--- src/rtl/bin_to_bcd_seq_pkg.sv ---
// Shared types and constants for the sequential binary-to-BCD converter.
package bin_to_bcd_seq_pkg;

  typedef enum logic [1:0] {
    IDLE   = 2'd0,
    SHIFT  = 2'd1,
    FINISH = 2'd2
  } state_t;

  localparam int MAX_DEC    = 9999;
  localparam int N_ITER     = 16;
  localparam int BCD_DIGITS = 4;
  localparam int CNT_W      = 5;

endpackage

--- src/rtl/bin_to_bcd_seq_if.sv ---
// Request/result bundle between a requester and bin_to_bcd_seq.
interface bin_to_bcd_seq_if;
  import bin_to_bcd_seq_pkg::*;

  logic                      START;
  logic [15:0]               BIN;
  logic [4*BCD_DIGITS-1:0]   BCD;
  logic                      OVF;
  logic                      BUSY;
  logic                      DONE;

  modport master (output START, BIN, input BCD, OVF, BUSY, DONE);
  modport slave  (input START, BIN, output BCD, OVF, BUSY, DONE);

endinterface

--- src/rtl/bin_to_bcd_seq_bcd_digit_adj.sv ---
// Double-dabble digit corrector: add 3 to a BCD digit that is 5 or more.
module bcd_digit_adj (
  input  logic [3:0] digit_in,
  output logic [3:0] digit_out
);

  // Digits entering correction never exceed 9, so the 4-bit sum cannot wrap.
  assign digit_out = (digit_in >= 4'd5) ? digit_in + 4'd3 : digit_in;

endmodule

--- src/rtl/bin_to_bcd_seq.sv ---
// Sequential 16-bit binary to 4-digit packed BCD converter (shift-and-add-3),
// fixed 18-cycle conversion with saturating overflow code.
//
// state  | meaning
// IDLE   | waiting for START, outputs hold last result
// SHIFT  | 16 correct-and-shift iterations
// FINISH | publish result, pulse DONE
module bin_to_bcd_seq
  import bin_to_bcd_seq_pkg::*;
#(
  parameter logic [15:0] OVF_CODE = 16'h9999
) (
  input  logic               CLK,
  input  logic               RST,
  bin_to_bcd_seq_if.slave    bus
);

  state_t            state, state_nxt;
  logic [15:0]       shift_q;
  logic [15:0]       scratch_q;
  logic [15:0]       scratch_adj;
  logic [CNT_W-1:0]  cnt_q;
  logic              ovf_flag_q;
  logic [15:0]       bcd_q;
  logic              ovf_q;
  logic              busy_q;
  logic              done_q;
  logic              accept;
  logic              publish;

  for (genvar g = 0; g < BCD_DIGITS; g++) begin : g_adj
    bcd_digit_adj u_adj (
      .digit_in  (scratch_q[4*g +: 4]),
      .digit_out (scratch_adj[4*g +: 4])
    );
  end

  always_ff @(posedge CLK) begin
    if (RST) state <= IDLE;
    else     state <= state_nxt;
  end

  always_comb begin
    state_nxt = state;
    accept    = 1'b0;
    publish   = 1'b0;
    case (state)
      IDLE: begin
        if (bus.START) begin
          accept    = 1'b1;
          state_nxt = SHIFT;
        end
      end
      SHIFT: begin
        if (cnt_q == CNT_W'(N_ITER - 1)) state_nxt = FINISH;
      end
      FINISH: begin
        publish   = 1'b1;
        state_nxt = IDLE;
      end
      default: state_nxt = IDLE;
    endcase
  end

  always_ff @(posedge CLK) begin
    if (RST) begin
      shift_q    <= '0;
      scratch_q  <= '0;
      cnt_q      <= '0;
      ovf_flag_q <= 1'b0;
      bcd_q      <= '0;
      ovf_q      <= 1'b0;
      busy_q     <= 1'b0;
      done_q     <= 1'b0;
    end else begin
      busy_q <= (state_nxt == SHIFT);
      done_q <= publish;
      if (accept) begin
        shift_q    <= bus.BIN;
        scratch_q  <= '0;
        cnt_q      <= '0;
        ovf_flag_q <= (bus.BIN > 16'(MAX_DEC));
      end
      if (state == SHIFT) begin
        {scratch_q, shift_q} <= {scratch_adj[14:0], shift_q, 1'b0};
        cnt_q                <= cnt_q + CNT_W'(1);
      end
      // Overflowed inputs still run all 16 iterations so latency is constant.
      if (publish) begin
        bcd_q <= ovf_flag_q ? OVF_CODE : scratch_q;
        ovf_q <= ovf_flag_q;
      end
    end
  end

  assign bus.BCD  = bcd_q;
  assign bus.OVF  = ovf_q;
  assign bus.BUSY = busy_q;
  assign bus.DONE = done_q;

endmodule

--- src/flat_wrapper.sv ---
// flat-port wrapper written by rule: the top's interface ports become plain ports
module bin_to_bcd_seq_flat import bin_to_bcd_seq_pkg::*;
#(
  parameter logic [15:0] OVF_CODE = 16'h9999
)
  (CLK, RST, bus_START, bus_BIN, bus_BCD, bus_OVF, bus_BUSY, bus_DONE);
  bin_to_bcd_seq_if bus_i ();
  input  logic CLK;
  input  logic RST;
  input wire logic [$bits(bus_i.START)-1:0] bus_START;
  input wire logic [$bits(bus_i.BIN)-1:0] bus_BIN;
  output wire logic [$bits(bus_i.BCD)-1:0] bus_BCD;
  output wire logic [$bits(bus_i.OVF)-1:0] bus_OVF;
  output wire logic [$bits(bus_i.BUSY)-1:0] bus_BUSY;
  output wire logic [$bits(bus_i.DONE)-1:0] bus_DONE;
  assign bus_i.START = bus_START;
  assign bus_i.BIN = bus_BIN;
  assign bus_BCD = bus_i.BCD;
  assign bus_OVF = bus_i.OVF;
  assign bus_BUSY = bus_i.BUSY;
  assign bus_DONE = bus_i.DONE;
  bin_to_bcd_seq #(.OVF_CODE(OVF_CODE)) u_core (.CLK(CLK), .RST(RST), .bus(bus_i));
endmodule
--- config.mk ---
export PLATFORM = sky130hd
export DESIGN_NAME = bin_to_bcd_seq_flat
export DESIGN_NICKNAME = d
export VERILOG_FILES = /design/src/rtl/bin_to_bcd_seq_pkg.sv /design/src/rtl/bin_to_bcd_seq_if.sv /design/src/rtl/bin_to_bcd_seq_bcd_digit_adj.sv /design/src/rtl/bin_to_bcd_seq.sv /design/src/flat_wrapper.sv
export SDC_FILE = /design/constraint.sdc
export NUM_CORES = 1
export LEC_CHECK = 0
export BUFFER_PORTS_ARGS = -buffer_cell sky130_fd_sc_hd__buf_4
export CORE_MARGIN = 1
export CORE_UTILIZATION = 51
export DETAILED_ROUTE_END_ITERATION = 10
export PLACE_DENSITY_LB_ADDON = 0.1
export RECOVER_POWER = 100
export REMOVE_ABC_BUFFERS = 1
export SYNTH_ARGS = -nofsm -noshare
export SYNTH_HDL_FRONTEND = slang
export SYNTH_SLANG_ARGS = --single-unit
--- constraint.sdc ---
create_clock -name CLK -period 1.4 [get_ports CLK]
set_input_delay 0.14 -clock CLK [delete_from_list [all_inputs] [get_ports CLK]]
set_output_delay 0.14 -clock CLK [all_outputs]
set_load 0.02 [all_outputs]
==> qor.yml <==
firstDrtPassIters: 4
worst_pin_slew_ns: 0.613
port_buffers: 37
ir_drop_v: 0.000629
clk_latency_ns: 0.33
dp_hpwl_um: 4140
maxSlewViolCount: 0
grt_pass1_wl_um: 9470
syn_inst: 315
leakagePower_nw: 1.21
drc: 0
cp_cell_sequence: "ha_4, and3_4, ha_4, o32a_1, nor2_1"
first_iter_violations: 106
drive_above_1_share: 0.209
end_kind: "flop"
slowest_stage: "dfxtp_2"
core_area_um2: 5170
fin_crit_ns: 1.38
initial_core_util: 0.538
numCtsBuffers: 9
synth-async-reset-ratio: 0
relSlewSlack: 0.591
fp.dieW_um: 75.9
root_buffer: "clkbuf_8"
clkTransAtPathRegs_ns: 0.06
hold_slack_ns: 0.0700
fin_crit_sh: 0.983
synth-seq-cells: 59
nets: 398
critical_path_class: "reg2reg"
gp_congestion: 0.752
tns_ns: 0
final_area_um2: 3360
start_kind: "flop"
core.rowCount: 26
clock_sinks: 59
final_antenna_net_count: 0
syn_to_final_growth_pct: 21.0
place_ws_ns: 0.00499
finalSetupViolCount: 0
syn_avg_cell_area_um2: 8.83
path_max_fanout: 3
yosys-top-cells-area: "dfxtp_1, a21oi_1, o21ai_0"
io_pins: 38
die-height_um: 75.9
cts_max_path_buffers: 2
synth.most_common_cell: "dfxtp_1"
path_buf_inv: 0
fmax_ghz: 0.727
synthFlopType: "dfxtp_1"
power_density_nw_per_um2: 1080
htree_levels: 3
critPathRequiredTime_ns: 1.67
max_cap_viol_count: 0
finalHoldViolations: 0
drt_wl_total_um: 6030
place_area_um2: 3170
viasPerCell: 5.46
cpPeakStageDelay_ns: 0.34
synth_top_area_cell: "dfxtp_1"
rsz0062_at_grt: "yes"
grt_overflow: 0
grt_pass1_vias: 2074
num_vias: 2419
synth_edf_count: 0
cts_tree: "done"
diodes: 0
grt_max_degree: 22
hp-class: "in2reg"
synth.top_cell.area_share: 0.425
track_usage: 0.223
finClkSkew_ns: 0.00531
die_area_um2: 5750
syn_area_um2: 2780
cp_top_family: "adder cells"
ys_types: 46
wl_per_cell_um: 13.6
outcome: "finished clean"
ys_warn_count: 0
setup_ws_ns: 0.0242
yosysSeqAreaShare: 0.425
critPathArrivalTime_ns: 1.65
antenna_found_initial: 0
cp_common_cell: "ha_4"
synth_commonest_cells: "dfxtp_1, a21oi_1, o21ai_0"
## layout by cell type (no fill, tap or decap), types with 5 or more instances in the layout
master	n
a21oi_1	29
buf_4	44
clkbuf_1	21
clkbuf_8	11
dfxtp_1	54
dfxtp_2	5
ha_1	8
inv_1	19
nand2_1	15
nand3_1	13
nor2_1	15
nor3_1	17
o2111ai_1	8
o211ai_1	5
o21ai_0	26
o22ai_1	14
or3_1	8
## path summary, 6_finish.rpt
path                                           to  slack [ns]                             from  cells past startpoint
hold reg to reg   u_core.bus.BCD[13]$_SDFFE_PP0P_        0.45  u_core.bus.BCD[13]$_SDFFE_PP0P_                      2
hold / removal       u_core.cnt_q[4]$_SDFFE_PP0P_        0.07                              RST                      2
setup reg to reg     u_core.cnt_q[4]$_SDFFE_PP0P_        0.02     u_core.cnt_q[1]$_SDFFE_PP0P_                      5
setup / recovery     u_core.cnt_q[4]$_SDFFE_PP0P_        0.02     u_core.cnt_q[1]$_SDFFE_PP0P_                      5
## registers in the layout (all words and copies together), names as in the netlist
name               cells
u_core.bus.BCD        16
u_core.scratch_q      16
u_core.shift_q        16
u_core.cnt_q           5
u_core.state           2
u_core.bus.BUSY        1
u_core.bus.DONE        1
u_core.bus.OVF         1
u_core.ovf_flag_q      1
## where the power goes
group	total, mW	switching [mW]	internal, mW	leakage [nW]
registers	1.78	0.0447	1.74	0.482
clock network	1.54	0.628	0.908	0.0995
logic	0.326	0.173	0.153	0.631
## cells by family (layout without fill, tap and decap cells)
family	Yosys count	after routing	synth area share
AOI/OAI and AO/OA	105	105	0.246
and+or+nand+nor	97	97	0.191
DFF	59	59	0.425
buffers and inverters	40	98	0.0805
adders and majority gates	10	10	0.0450
xor gates and xnor gates	3	3	0.00945
muxes	1	1	0.00360
## metal layers
metal	routed length [um]	up-vias	track usage
met3	259	7	0.0675
met4	76	0	0.0905
met1	2970	1102	0.291
li1	-	1263	-
met5	0	-	0
met2	2720	47	0.344
## what timing repair did
| item | CTS | global route |
|---|---|---|
| buffers inserted | 0 | 3 |
| hold buffers | 0 | 0 |
| gates resized for setup | 0 | 13 |
| setup endpoints to repair | 0 | 49 |
## cell type report
class / instances / area (um2)
timing repair buffer: 63 / 402
tap: 70 / 87.6
multi-input combinational: 216 / 1420
clock buffer: 13 / 159
inverter: 20 / 75.1
clock inverter: 2 / 35.0
sequential: 59 / 1190
fill: 456 / 1810
## stage by stage
stage	total power, mW	util	instances
finish	3.64	0.650	443
global route	3.80	0.650	443
CTS	3.69	0.650	440
detailed placement	2.14	0.613	425
global placement	2.14	0.613	425
floorplan	1.97	-	295
Note: power is estimated with default switching activity, not from simulation.
